File: src/rtl/timed_seq_pkg.sv
// Shared types and default parameters for the timed sequence controller.
package timed_seq_pkg;

  localparam int unsigned DefNch   = 2;
  localparam int unsigned DefCw    = 5;
  localparam int unsigned DefDwell = 12;
  localparam int unsigned DefGap   = 3;
  localparam int unsigned DefEdge  = 1;

  typedef enum logic [1:0] {
    StIdle  = 2'd0,
    StGrant = 2'd1,
    StGap   = 2'd2
  } state_e;

endpackage

File: src/rtl/timed_seq_rr_arb.sv
// Combinational round-robin pick: first set pending bit at or above the pointer, wrapping.
module timed_seq_rr_arb
  import timed_seq_pkg::*;
#(
  parameter int unsigned NCH = DefNch
) (
  input  logic [NCH-1:0]         i_pend,
  input  logic [$clog2(NCH)-1:0] i_ptr,
  output logic                   o_valid,
  output logic [$clog2(NCH)-1:0] o_sel
);

  localparam int unsigned IW = $clog2(NCH);

  int unsigned   w_pos;
  logic [IW-1:0] w_idx;

  // Scan offsets from the far end so the smallest offset from the pointer is written last.
  always_comb begin
    o_valid = 1'b0;
    o_sel   = '0;
    w_pos   = 0;
    w_idx   = '0;
    for (int k = NCH - 1; k >= 0; k--) begin
      w_pos = (32'(i_ptr) + 32'(k)) % NCH;
      w_idx = IW'(w_pos);
      if (i_pend[w_idx]) begin
        o_valid = 1'b1;
        o_sel   = w_idx;
      end
    end
  end

endmodule

File: src/rtl/timed_seq_ctrl.sv
// Timed grant sequencer: request capture, round-robin arbitration, GRANT/GAP timing.
module timed_seq_ctrl
  import timed_seq_pkg::*;
#(
  parameter int unsigned NCH   = DefNch,
  parameter int unsigned CW    = DefCw,
  parameter int unsigned DWELL = DefDwell,
  parameter int unsigned GAP   = DefGap,
  parameter int unsigned EDGE  = DefEdge
) (
  input  logic                   CK,
  input  logic                   RN,
  input  logic                   CLR,
  input  logic [NCH-1:0]         REQ,
  output logic [NCH-1:0]         ACK,
  output logic [$clog2(NCH)-1:0] CH,
  output logic                   BUSY,
  output logic                   DONE,
  output logic [CW-1:0]          CNT,
  output logic [7:0]             DROP
);

  localparam int unsigned   IW        = $clog2(NCH);
  localparam logic [CW-1:0] DwellLast = CW'(DWELL - 1);
  localparam logic [CW-1:0] GapLast   = CW'(GAP - 1);
  localparam logic [IW-1:0] LastCh    = IW'(NCH - 1);

  state_e         r_state, w_state_d;
  logic [NCH-1:0] r_req_s, r_req_d, r_pend, r_ack;
  logic [NCH-1:0] w_req_s_d, w_req_d_d, w_pend_d, w_ack_d;
  logic [NCH-1:0] w_evt, w_sel_oh;
  logic [IW-1:0]  r_ptr, r_ch, w_ptr_d, w_ch_d, w_sel;
  logic [CW-1:0]  r_cnt, w_cnt_d;
  logic [7:0]     r_drop, w_drop_d;
  logic [8:0]     w_drop_sum;
  logic [3:0]     w_hits;
  logic           r_armed, w_valid, w_grant;

  assign w_evt = (EDGE != 0) ? (r_req_s & ~r_req_d) : r_req_s;

  timed_seq_rr_arb #(
    .NCH(NCH)
  ) u_arb (
    .i_pend (r_pend),
    .i_ptr  (r_ptr),
    .o_valid(w_valid),
    .o_sel  (w_sel)
  );

  // FSM state register.
  always_ff @(posedge CK or negedge RN) begin
    if (!RN) r_state <= StIdle;
    else     r_state <= w_state_d;
  end

  // FSM next state; w_grant marks a cycle that enters GRANT with a fresh selection.
  always_comb begin
    w_state_d = r_state;
    w_grant   = 1'b0;
    if (CLR) begin
      w_state_d = StIdle;
    end else begin
      unique case (r_state)
        StIdle: begin
          if (w_valid) begin
            w_state_d = StGrant;
            w_grant   = 1'b1;
          end
        end
        StGrant: begin
          if (r_cnt == DwellLast) w_state_d = StGap;
        end
        StGap: begin
          if (r_cnt == GapLast) begin
            w_state_d = w_valid ? StGrant : StIdle;
            w_grant   = w_valid;
          end
        end
        default: w_state_d = StIdle;
      endcase
    end
  end

  // FSM outputs.
  always_comb begin
    BUSY = (r_state != StIdle);
    DONE = (r_state == StGrant) && (r_cnt == DwellLast);
  end

  // Datapath next values; CLR zeroes everything, an event beats a grant-clear of PEND.
  always_comb begin
    w_sel_oh        = '0;
    w_sel_oh[w_sel] = 1'b1;
    w_hits          = '0;
    for (int i = 0; i < NCH; i++) w_hits = w_hits + 4'(w_evt[i] & r_pend[i]);
    w_drop_sum = {1'b0, r_drop} + 9'(w_hits);

    w_req_s_d = '0;
    w_req_d_d = '0;
    w_pend_d  = '0;
    w_ack_d   = '0;
    w_ptr_d   = '0;
    w_ch_d    = '0;
    w_cnt_d   = '0;
    w_drop_d  = '0;
    if (!CLR) begin
      w_req_s_d = REQ;
      // Until the first edge after reset, seed the delay stage so a held level is not an edge.
      w_req_d_d = r_armed ? r_req_s : REQ;
      w_pend_d  = (r_pend & ~(w_grant ? w_sel_oh : '0)) | w_evt;
      w_ptr_d   = w_grant ? ((w_sel == LastCh) ? '0 : w_sel + 1'b1) : r_ptr;
      w_ch_d    = w_grant ? w_sel : r_ch;
      w_ack_d   = w_grant ? w_sel_oh : ((w_state_d == StGrant) ? r_ack : '0);
      w_cnt_d   = ((w_state_d != r_state) || (r_state == StIdle)) ? '0 : r_cnt + 1'b1;
      if (EDGE != 0) w_drop_d = (w_drop_sum > 9'd255) ? 8'hff : w_drop_sum[7:0];
      else           w_drop_d = r_drop;
    end
  end

  // Datapath registers.
  always_ff @(posedge CK or negedge RN) begin
    if (!RN) begin
      r_req_s <= '0;
      r_req_d <= '0;
      r_armed <= 1'b0;
      r_pend  <= '0;
      r_ack   <= '0;
      r_ptr   <= '0;
      r_ch    <= '0;
      r_cnt   <= '0;
      r_drop  <= '0;
    end else begin
      r_req_s <= w_req_s_d;
      r_req_d <= w_req_d_d;
      r_armed <= 1'b1;
      r_pend  <= w_pend_d;
      r_ack   <= w_ack_d;
      r_ptr   <= w_ptr_d;
      r_ch    <= w_ch_d;
      r_cnt   <= w_cnt_d;
      r_drop  <= w_drop_d;
    end
  end

  assign ACK  = r_ack;
  assign CH   = r_ch;
  assign CNT  = r_cnt;
  assign DROP = r_drop;

endmodule

File: config.mk
export PLATFORM = sky130hd
export DESIGN_NAME = timed_seq_ctrl
export DESIGN_NICKNAME = d
export VERILOG_FILES = /design/src/rtl/timed_seq_pkg.sv /design/src/rtl/timed_seq_rr_arb.sv /design/src/rtl/timed_seq_ctrl.sv
export SDC_FILE = /design/constraint.sdc
export NUM_CORES = 1
export LEC_CHECK = 0
export CAP_MARGIN = 5
export CORE_ASPECT_RATIO = 1.2
export CORE_MARGIN = 5
export CORE_UTILIZATION = 54
export DETAILED_ROUTE_END_ITERATION = 10
export DONT_BUFFER_PORTS = 1
export PLACE_DENSITY_LB_ADDON = 0.2
export SLEW_MARGIN = 30
export SYNTH_ARGS = -nofsm -noshare
export SYNTH_HDL_FRONTEND = slang
export SYNTH_SLANG_ARGS = --single-unit
File: constraint.sdc
create_clock -name CK -period 2.1 [get_ports CK]
set_input_delay 0.21 -clock CK [delete_from_list [all_inputs] [get_ports CK]]
set_output_delay 0.21 -clock CK [all_outputs]
set_load 0.01 [all_outputs]
Yosys cells after proc, flatten, opt, wreduce, memory -nomap -nowiden. Cells that the tools add are included.

Input bits: 5. Bits in registers: 26.

Muxes and demuxes: 37. Equality and inequality tests: 7. Magnitude comparators: 5. Reductions and logical operators: 6. Add/sub/neg operators: 5. Bitwise gates (word level): 7.

Operator list (number): 2-bit 2-to-1 mux (12); 1-bit 2-to-1 mux (18); 8-bit 2-to-1 mux (2); 5-bit 2-to-1 mux (2); 8-bit by 2-bit adder with 9-bit output (1); 9-bit by 8-bit > comparator with 1-bit output, second input constant (1); 1-bit by 2-bit < comparator with 1-bit output, second input constant (3); 2-bit case mux with 3 select lines (1); 5-bit by 1-bit adder with 5-bit output, second input constant (1); 5-bit by 2-bit equality test with 1-bit output, second input constant (1); 5-bit by 4-bit equality test with 1-bit output, second input constant (1); 2-bit bitwise AND (2); 2-bit by 1-bit equality test with 1-bit output, second input constant (2); 2-bit inverter (2); 2-bit nonzero test (2); 3-bit != test, second input constant (1); 1-bit adder, second input constant (2); 1-bit by 1-bit adder with 2-bit output (1); 1-bit bitwise AND (2); 2-bit equality test, second input constant (1); 1-bit logical AND (2); 2-bit logical NOT (1); 2-bit != test (1); 2-bit OR (1); 4 further kinds (4).

Depth between registers and ports, before layout. Gate-level depths: netlist of run 1.

Word-level depth: 14. Mapped depth: 10. Depth with buffers taken out: 9.

By module. From an unflattened synthesis of run 1, not the netlist that was laid out.

Cells, all modules: 120. Area, all modules: 1255.0 um2.

Modules (own cells, without submodules): timed_seq_ctrl (sequential area each 650.6 um2, cells an instance 117, times used 1, area each 1237.4 um2); timed_seq_rr_arb (sequential area each 0.0 um2, cells an instance 3, times used 1, area each 17.5 um2).

Worst setup path after synthesis of run 1. Ideal clock, no wire load.

Kind: register to register. From: reg r_req_d[0]. To: reg r_drop[6] (netlist: DROP[6]). Period minus slack after synthesis: 2157 ps. Path buffers: 1. Stages on the path, launching flop included: 11. Setup slack: -57 ps. Data arrival time: 2025 ps. Path through: dfrtp_1 -> nand2b_1 -> or2_2 -> fa_1 -> inv_1 -> ha_1 -> and3_1 -> clkbuf_1 -> nand3_1 -> mux2i_1 -> nor2_1.

Word-level cells in the longest chain between the ends: 8.

RTL lines: from (decl) (line timed_seq_ctrl.sv:29) `logic [NCH-1:0] r_req_s, r_req_d, r_pend, r_ack;`; from (signal assigned) (line timed_seq_ctrl.sv:134) `r_req_d <= w_req_d_d;`; 2-bit inverter (*) (line timed_seq_ctrl.sv:39) `assign w_evt = (EDGE != 0) ? (r_req_s & ~r_req_d) : r_req_s;`; 2-bit bitwise AND (*) (line timed_seq_ctrl.sv:39); 1-bit bitwise AND (*) (line timed_seq_ctrl.sv:95) `for (int i = 0; i < NCH; i++) w_hits = w_hits + 4'(w_evt[i] & r_pend[i]);`; 1-bit by 1-bit adder with 2-bit output (*) (line timed_seq_ctrl.sv:95); 8-bit by 2-bit adder with 9-bit output (*) (line timed_seq_ctrl.sv:96) `w_drop_sum = {1'b0, r_drop} + 9'(w_hits);`; 9-bit by 8-bit > comparator with 1-bit output (line timed_seq_ctrl.sv:115) `if (EDGE != 0) w_drop_d = (w_drop_sum > 9'd255) ? 8'hff : w_drop_sum[7:0];`; 8-bit 2-to-1 mux (*) (line timed_seq_ctrl.sv:115); 8-bit 2-to-1 mux (*) (line timed_seq_ctrl.sv:106) `if (!CLR) begin`; named net w_drop_d[6] (line timed_seq_ctrl.sv:34) `logic [7:0] r_drop, w_drop_d;`; to (signal assigned) (line timed_seq_ctrl.sv:141) `r_drop <= w_drop_d;`; to (decl) (line timed_seq_ctrl.sv:34).

Mark *: on every way through the listed nets, which the timed path passes. The rest lies on a longest branch. A chain may end at the register's enable or synchronous reset.

Worst setup path after layout of run 1.
From: reg r_cnt[0] (netlist: CNT[0]). To: reg r_ack[1] (netlist: ACK[1]).

Word-level cells in the longest chain between the ends: 6.

RTL lines: from (decl) (line timed_seq_ctrl.sv:33) `logic [CW-1:0] r_cnt, w_cnt_d;`; from (signal assigned) (line timed_seq_ctrl.sv:140) `r_cnt <= w_cnt_d;`; 5-bit by 2-bit equality test with 1-bit output / 5-bit by 4-bit equality test with 1-bit output (equally long branches) (line timed_seq_ctrl.sv:74, timed_seq_ctrl.sv:71); 2-bit 2-to-1 mux (tied with other cells) (line timed_seq_ctrl.sv:74) `if (r_cnt == GapLast) begin`; 2-bit case mux with 3 select lines / 1-bit case mux with 2 select lines (equally long branches) (line timed_seq_ctrl.sv:63) `unique case (r_state)`; 2-bit 2-to-1 mux / 1-bit 2-to-1 mux (equally long branches) (line timed_seq_ctrl.sv:60) `if (CLR) begin`; 2-bit by 1-bit equality test with 1-bit output / 2-bit 2-to-1 mux (equally long branches) (line timed_seq_ctrl.sv:113) `w_ack_d = w_grant ? w_sel_oh : ((w_state_d == StGrant) ? r_ack : '0);`; 3-bit != test (no line) / 2-bit 2-to-1 mux (equally long branches); to (signal assigned) (line timed_seq_ctrl.sv:137) `r_ack <= w_ack_d;`; to (decl) (line timed_seq_ctrl.sv:29).

Parallel ways exist; a longest one is shown, timed or not.

==> results of run 1 <==
## logic make-up (layout without fill, tap and decap cells)
| family | after synthesis | in the layout | share of synthesized area, % |
|---|---|---|---|
| and+or+nand+nor | 47 | 47 | 19.0 |
| muxes | 3 | 3 | 2.47 |
| AOI/OAI and AO/OA | 23 | 23 | 12.3 |
| buffers and inverters | 13 | 21 | 4.01 |
| adders and majority gates | 4 | 4 | 4.73 |
| xor gates and xnor gates | 5 | 5 | 3.60 |
| other | 1 | 1 | 0.308 |
| DFF | 26 | 26 | 53.5 |
## worst max-delay path by stage
stage	from	endpoint	slack [ns]	depth (start not counted)
3_3_place_gp	r_req_d[0]	DROP[6]	0.06	9
5_1_grt	r_req_d[0]	DROP[6]	0.002	9
4_1_cts	r_req_d[0]	DROP[6]	0.0005	9
3_5_place_dp	r_req_d[0]	DROP[6]	0.007	9
2_1_floorplan	r_req_d[0]	DROP[6]	0.04	10
6_report	CNT[0]	ACK[1]	0.11	7
## registers in the layout, summed over array words and instances, names as in the netlist
name / flops
ACK: 2
CH: 1
CNT: 5
DROP: 8
r_armed: 1
r_pend: 2
r_ptr: 1
r_req_d: 2
r_req_s: 2
r_state: 2
## power by group
part | leakage, nW | switching (mW) | internal (mW) | total [mW]
Clock | 0.0210 | 0.139 | 0.106 | 0.245
Sequential | 0.353 | 0.0135 | 0.515 | 0.528
Combinational | 0.225 | 0.0390 | 0.0285 | 0.0675
Total | 0.599 | 0.192 | 0.649 | 0.841
## layout make-up
type                            count  area, um2
Sequential cell                    26        652
Tap cell                           30       37.5
Clock buffer                        4       36.3
Inverter                           10       37.5
Multi-Input combinational cell     83        551
Fill cell                         195        728
Timing Repair Buffer                7       75.1
## routing by layer
metal  vias to the layer above  routed length, um  track usage [%]
li1                        428                  -                -
met1                       424                902             18.2
met2                        20               1110             26.4
met3                         8                158             4.30
met4                         0                 51             6.57
met5                         -                  0                0
## worst reg2reg max path: cells and delay by family, from the launching register on
family	cells	cell delay [ns]
DFF	1	0.45
AOI/OAI and AO/OA	2	0.44
buffers and inverters	2	0.61
and+or+nand+nor	2	0.19
adders and majority gates	1	0.19
## cell usage after synthesis
cell type / instances
sky130_fd_sc_hd__dfrtp_1: 26
sky130_fd_sc_hd__nor2_1: 19
sky130_fd_sc_hd__inv_1: 10
sky130_fd_sc_hd__a21oi_1: 9
sky130_fd_sc_hd__nand2_1: 6
sky130_fd_sc_hd__nand3_1: 5
sky130_fd_sc_hd__nor3_1: 4
sky130_fd_sc_hd__clkbuf_1: 3
sky130_fd_sc_hd__ha_1: 3
sky130_fd_sc_hd__mux2i_1: 3
sky130_fd_sc_hd__nand2b_1: 3
sky130_fd_sc_hd__nor2b_1: 3
sky130_fd_sc_hd__xnor2_1: 3
sky130_fd_sc_hd__a31oi_1: 2
sky130_fd_sc_hd__a32oi_1: 2
sky130_fd_sc_hd__o21a_1: 2
sky130_fd_sc_hd__o21ai_0: 2
sky130_fd_sc_hd__or2_2: 2
sky130_fd_sc_hd__xor2_1: 2
sky130_fd_sc_hd__a21o_1: 1
sky130_fd_sc_hd__and3_1: 1
sky130_fd_sc_hd__conb_1: 1
sky130_fd_sc_hd__fa_1: 1
sky130_fd_sc_hd__nand4b_1: 1
sky130_fd_sc_hd__nor4_1: 1
sky130_fd_sc_hd__nor4b_2: 1
sky130_fd_sc_hd__o2111ai_1: 1
sky130_fd_sc_hd__o211ai_1: 1
sky130_fd_sc_hd__o21ai_2: 1
sky130_fd_sc_hd__o21ba_2: 1
sky130_fd_sc_hd__o21bai_1: 1
sky130_fd_sc_hd__or2_0: 1
## metrics by stage
step                power [mW]  instances  instance area, um2  utilization [%]
finish                   0.841        160                1390             65.6
global route             0.887        160                1390             65.6
CTS                      0.854        160                1360             64.2
detailed placement       0.583        151                1260             59.6
global placement         0.581        151                1260             59.6
floorplan                0.575        122                1220                -
## timing repair
action / in CTS / in global routing
hold endpoints to repair: 43 / 0
gates resized for setup: 1 / 6
setup endpoints to repair: 1 / 6
pin swaps: 0 / 1
hold buffers: 5 / 0
==> reports/summary.log, run 1 <==
[yosys] number of storage elements in the synthesis netlist 26
[finish] Syn-to-layout area delta 14.2%
[sta] setup violation total in the final timing report 0
[sta] setup repair after global routing missed its margin no
[setup_path] crit path kind flop to flop
[sta] final max-slew violation count 0
[yosys] net count after synthesis 131
[yosys] Yosys warnings 0
[status] run status finished clean
[place] placer congestion estimate 0.881
[yosys] count of unique library cells instantiated by Yosys 32
[drt] vias per cell 5.50
[setup_path] Worst setup EP type flop
[sta] final hold violation count 0
[global_route] wire length of the first global-routing pass 3.73 mm
[pwr] maximum vdd ir drop 0.000386 V
[yosys] post-synthesis average cell area 9.97 um2
[setup_path] family of cells with the greatest summed delay on the critical path buffers and inverters
[floorplanning] top-level I/O count 23
[clock_network] Clk pin slew, worst setup/hold paths 0.13 ns
[min_path] number of cells traversed by the worst hold path 1
[clock_network] Num CTS Buffers 3
[sta] fin crit period 1.99 ns
[drt] routed wirelength normalized by instance count 13.9 um
[place] estimated wirelength of the detail-placed design 1.63 mm
[yosys] area share of the leading cell type in the synthesized netlist 53.5%
[drt] Starting DRT DRC Count 10
[sta] final worst-path setup slack 0.114 ns
[setup_path] worst r2r dst ACK[1]
[yosys] post-synth design cell area 1220 um2
[setup_path] slowest stage delay, CP 0.54 ns
[min_path] worst hold path startpoint REQ[1]
[setup_path] number of buffers and inverters on the critical path 2
[min_path] endpoint with the worst hold slack r_req_s[1]
[setup_path] setup slack of the worst register-to-register path 0.11 ns
[drt] total number of vias 880
[setup_path] worst-path maximum fanout 6
[setup_path] required time reported for the critical path endpoint 2.31 ns
[finish] most frequent standard cell in the layout excluding fill and tap cells sky130_fd_sc_hd__dfrtp_1
[global_route] sum of overflow across all layers after global routing 0
[floorplanning] standard-cell rows 18
[global_route] pin count of the biggest net entering global routing 27
[place] Port Buffers 0
[floorplanning] Die Y 62.0 um
[yosys] Synth Instances 122
[sta] actual transition at the worst max-transition pin 0.533 ns
[global_route] antenna violations before repair 0
[clock_network] Post-CTS Setup Repair Bufs 0
[run] max-cap violation count 0
[sta] relative slew slack 64.4%
[yosys] share of synthesized area occupied by flip-flops and latches 53.5%
[setup_path] worst reg2reg path depth 7
[clock_network] clk buf depth 2
[setup_path] launch instance of the worst register-to-register path CNT[0]
[global_route] All-Layer GR Usage 15.5%
[clock_network] number of H-tree levels 1
[floorplanning] placeable core region 2120 um2
[floorplanning] Die Wd 53.3 um
[clock_network] clock root buffer sky130_fd_sc_hd__clkbuf_4
[drt] 1st-pass router iterations 4
[setup_path] arrival time reported for the critical path endpoint 2.20 ns
[drt] Routed Antenna Nets 0
[yosys] cell type with the largest total area after synthesis sky130_fd_sc_hd__dfrtp_1
[setup_path] Slowest cell on crit path sky130_fd_sc_hd__dlygate4sd3_1
[pwr] total power density per cell area 606 nW/um2
[global_route] via count of the first global-routing pass 887
[finish] commonest cells after routing, fill and taps aside sky130_fd_sc_hd__dfrtp_1 (25), sky130_fd_sc_hd__nor2_1 (19), sky130_fd_sc_hd__inv_1 (9), sky130_fd_sc_hd__a21oi_1 (9), sky130_fd_sc_hd__nand2_1 (6)
[setup_path] critical path startpoint category flop
[sta] final worst clock skew 0.00174 ns
[drt] wirelength, routed 2.23 mm
[finish] antenna fix cells 0
[sta] Final TNS setup 0 ns
[setup_path] cells traversed along the worst timing path inv_1 -> ha_1 -> nor4b_4 -> o21ba_2 -> a32oi_1 -> nor2_1 -> dlygate4sd3_1
[finish] layout net count 140
[clock_network] # clock sinks 26
[sta] post-route fraction of the period consumed by the critical path 94.6%
[floorplanning] die outline area 3310 um2
[yosys] Area contributors post-synth sky130_fd_sc_hd__dfrtp_1 (53%), sky130_fd_sc_hd__nor2_1 (5.9%), sky130_fd_sc_hd__a21oi_1 (3.7%), sky130_fd_sc_hd__ha_1 (3.1%), sky130_fd_sc_hd__inv_1 (3.1%)
[place] worst setup slack before clock tree synthesis 0.00717 ns
[pwr] Leak 0.599 nW
[clock_network] source-to-sink clock delay at the later pin of the worst-skew pair 0.31 ns
[floorplanning] initial standard-cell utilization of the core 57.4%
[sta] Hold Worst Slack 0.0291 ns
[clock_network] TritonCTS clock tree built
[sta] Fmax achieved 504 MHz
[drt] post-detailed-route DRC marker count 0
[finish] share of post-route cells with drive strength above 1 13.8%
[min_path] type of the worst min-delay path input port to flop
Note: power is estimated with default switching activity, not from simulation.
==> run 2, diff against run 1 <==
--- a/config.mk
+++ b/config.mk
@@ -5,10 +5,11 @@
 export SDC_FILE = /design/constraint.sdc
 export NUM_CORES = 1
 export LEC_CHECK = 0
-export CAP_MARGIN = 5
+export CELL_PAD_IN_SITES_DETAIL_PLACEMENT = 1
+export CELL_PAD_IN_SITES_GLOBAL_PLACEMENT = 1
 export CORE_ASPECT_RATIO = 1.2
 export CORE_MARGIN = 5
-export CORE_UTILIZATION = 54
+export CORE_UTILIZATION = 42
 export DETAILED_ROUTE_END_ITERATION = 10
 export DONT_BUFFER_PORTS = 1
 export PLACE_DENSITY_LB_ADDON = 0.2
==> reports/summary.log, run 2 (synthesized netlist as in run 1, its figures left out) <==
[min_path] type of the worst min-delay path input port to flop [unchanged]
[global_route] pin count of the biggest net entering global routing 27 [unchanged]
[clock_network] number of H-tree levels 1 [unchanged]
[clock_network] TritonCTS clock tree built [unchanged]
[pwr] switching power share of the total 23.9% [was 22.8%]
[global_route] via count of the first global-routing pass 988 [was 887]
[setup_path] crit path kind flop to flop [unchanged]
[setup_path] worst-path maximum fanout 5 [was 6]
[pwr] net switching power figure 0.193 mW [was 0.192 mW]
[global_route] met3 layer usage reported by global route 3.35% [was 4.30%]
[clock_network] Num CTS Buffers 3 [unchanged]
[drt] Routed Antenna Nets 0 [unchanged]
[pwr] total power density per cell area 582 nW/um2 [was 606 nW/um2]
[pwr] internal power 0.613 mW [was 0.649 mW]
[finish] Syn-to-layout area delta 13.9% [was 14.2%]
[finish] antenna fix cells 0 [unchanged]
[pwr] Comb pwr share 8.2% [was 8.0%]
[sta] setup repair after global routing missed its margin no [unchanged]
[setup_path] Worst setup startpoint r_req_d[0] [was CNT[0]]
[finish] share of post-route cells with drive strength above 1 13.6% [was 13.8%]
[global_route] antenna violations before repair 0 [unchanged]
[place] placer congestion estimate 0.800 [was 0.881]
[setup_path] number of buffers and inverters on the critical path 2 [unchanged]
[sta] final hold violation count 13 [was 0]
[setup_path] Worst setup EP type flop [unchanged]
[drt] 1st-pass router iterations 4 [unchanged]
[clock_network] Clk pin slew, worst setup/hold paths 0.14 ns [was 0.13 ns]
[setup_path] worst reg2reg path depth 10 [was 7]
[finish] commonest cells after routing, fill and taps aside sky130_fd_sc_hd__dfrtp_1 (26), sky130_fd_sc_hd__nor2_1 (19), sky130_fd_sc_hd__inv_1 (9), sky130_fd_sc_hd__a21oi_1 (9), sky130_fd_sc_hd__nand2_1 (6) [was sky130_fd_sc_hd__dfrtp_1 (25), sky130_fd_sc_hd__nor2_1 (19), sky130_fd_sc_hd__inv_1 (9), sky130_fd_sc_hd__a21oi_1 (9), sky130_fd_sc_hd__nand2_1 (6)]
[finish] layout net count 143 [was 140]
[status] violations in the final reports hold timing
[place] estimated wirelength of the detail-placed design 1.82 mm [was 1.63 mm]
[floorplanning] die outline area 4080 um2 [was 3310 um2]
[sta] setup violation total in the final timing report 0 [unchanged]
[sta] fin crit period 1.98 ns [was 1.99 ns]
[place] worst setup slack before clock tree synthesis -0.0143 ns [was 0.00717 ns]
[sta] post-route fraction of the period consumed by the critical path 94.2% [was 94.6%]
[global_route] sum of overflow across all layers after global routing 0 [unchanged]
[global_route] met1 usage 16.1% [was 18.2%]
[run] max-cap violation count 0 [unchanged]
[drt] Starting DRT DRC Count 60 [was 10]
[drt] routed wirelength normalized by instance count 15.5 um [was 13.9 um]
[setup_path] critical path startpoint category flop [unchanged]
[clock_network] clk buf depth 2 [unchanged]
[global_route] met2 track demand over resource in global routing 26.5% [was 26.4%]
[global_route] wire length of the first global-routing pass 4.44 mm [was 3.73 mm]
[pwr] maximum vdd ir drop 0.000423 V [was 0.000386 V]
[setup_path] Worst path depth 10 [was 7]
[clock_network] # clock sinks 26 [unchanged]
[setup_path] arrival time reported for the critical path endpoint 2.20 ns [about the same]
[global_route] All-Layer GR Usage 14.3% [was 15.5%]
[setup_path] required time reported for the critical path endpoint 2.32 ns [was 2.31 ns]
[drt] total number of vias 884 [was 880]
[min_path] worst hold path startpoint CLR [was REQ[1]]
[finish] flip-flop count of the largest register, all copies and words added 8 [unchanged]
[floorplanning] Die Y 68.9 um [was 62.0 um]
[drt] wirelength, routed 2.57 mm [was 2.23 mm]
[sta] final worst clock skew 0.00814 ns [was 0.00174 ns]
[pwr] Power, Total 0.805 mW [was 0.841 mW]
[setup_path] cells traversed along the worst timing path nand2b_1 -> or2_4 -> fa_2 -> inv_2 -> ha_2 -> and3_4 -> buf_4 -> nand2_1 -> nor2_1 -> nor3_1 [was inv_1 -> ha_1 -> nor4b_4 -> o21ba_2 -> a32oi_1 -> nor2_1 -> dlygate4sd3_1]
[floorplanning] top-level I/O count 23 [unchanged]
[floorplanning] placeable core region 2790 um2 [was 2120 um2]
[setup_path] family of cells with the greatest summed delay on the critical path simple AND/OR/NAND/NOR gates [was buffers and inverters]
[floorplanning] standard-cell rows 21 [was 18]
[drt] vias per cell 5.33 [was 5.50]
[min_path] number of cells traversed by the worst hold path 1 [unchanged]
[sta] final worst-path setup slack 0.121 ns [was 0.114 ns]
[pwr] share of total power in sequential cells 65.7% [was 62.8%]
[clock_network] clock root buffer sky130_fd_sc_hd__clkbuf_4 [unchanged]
[global_route] Most Crowded Layer GR met2 [unchanged]
[floorplanning] initial standard-cell utilization of the core 43.7% [was 57.4%]
[pwr] Leak 0.609 nW [was 0.599 nW]
[setup_path] slowest stage delay, CP 0.38 ns [was 0.54 ns]
[floorplanning] Die Wd 59.1 um [was 53.3 um]
[clock_network] hold bufs inserted after CTS 6 [was 5]
[clock_network] source-to-sink clock delay at the later pin of the worst-skew pair 0.31 ns [about the same]
[sta] final max-slew violation count 0 [unchanged]
[setup_path] setup slack of the worst register-to-register path 0.12 ns [was 0.11 ns]
[sta] Fmax achieved 505 MHz [was 504 MHz]
[pwr] clock network power share 26.1% [was 29.2%]
[finish] most frequent standard cell in the layout excluding fill and tap cells sky130_fd_sc_hd__dfrtp_1 [unchanged]
[setup_path] launch instance of the worst register-to-register path r_req_d[0] [was CNT[0]]
[place] Port Buffers 0 [unchanged]
[sta] Hold Worst Slack -0.0610 ns [was 0.0291 ns]
[drt] post-detailed-route DRC marker count 0 [unchanged]
[status] run status finished with violations [was finished clean]
[setup_path] Slowest cell on crit path sky130_fd_sc_hd__dfrtp_1 [was sky130_fd_sc_hd__dlygate4sd3_1]
## run 2: cell count changes in the layout (fill, tap and decap cells not counted), sizes merged
cell,before,now
clkbuf,4,3
buf,3,5
dlygate4sd3,4,5
## run 2: per-layer routing
| metal | share of wire, % | vias up |
|---|---|---|
| met2 | 53 | 15 |
| met4 | 0.74 | 0 |
| li1 | - | 426 |
| met1 | 40 | 441 |
| met5 | 0 | - |
| met3 | 5.9 | 2 |
## run 2: worst paths after layout
kind	to
worst max-delay path	DROP[4]
worst min-delay path	r_ptr
worst max register to register	DROP[4]
worst min register to register	r_pend[0]
max in group asynchronous	DROP[4]
min in group asynchronous	r_req_s[1]
## run 2: cell type report
cell class	instances	area, um2
clock buffer	3	22.5
sequential	26	651
tap	34	42.5
timing repair buffer	10	100
multi-input combinational	83	532
fill	331	1400
inverter	10	37.5
## run 2: timing repair
action,in CTS,in global routing
buffers inserted,0,1
pin swaps,0,2
endpoints found under the hold margin,43,13
resized for setup,2,3
setup endpoints to repair,2,5
cloned,0,0
## run 2: stage by stage
| stage | hold slack (ns) | utilization (%) | TNS, ns | cell area [um2] | cells |
|---|---|---|---|---|---|
| floorplan | -0.0856 | - | 0 | 1220 | 122 |
| global placement | -0.0848 | 45.8 | 0 | 1270 | 156 |
| detailed placement | -0.0851 | 45.8 | -0.0258 | 1270 | 156 |
| CTS | -0.0743 | 49.3 | 0 | 1370 | 165 |
| global route | -0.0907 | 49.7 | 0 | 1390 | 166 |
| finish | -0.0610 | 49.7 | 0 | 1390 | 166 |
## run 2: power groups by stage
stage	registers, mW	clock network, mW	logic, mW
after floorplan	0.535	0	0.0402
after global placement	0.538	0	0.0434
after detailed placement	0.539	0	0.0450
after CTS	0.529	0.221	0.0672
after global routing	0.532	0.244	0.0764
final	0.529	0.210	0.0661
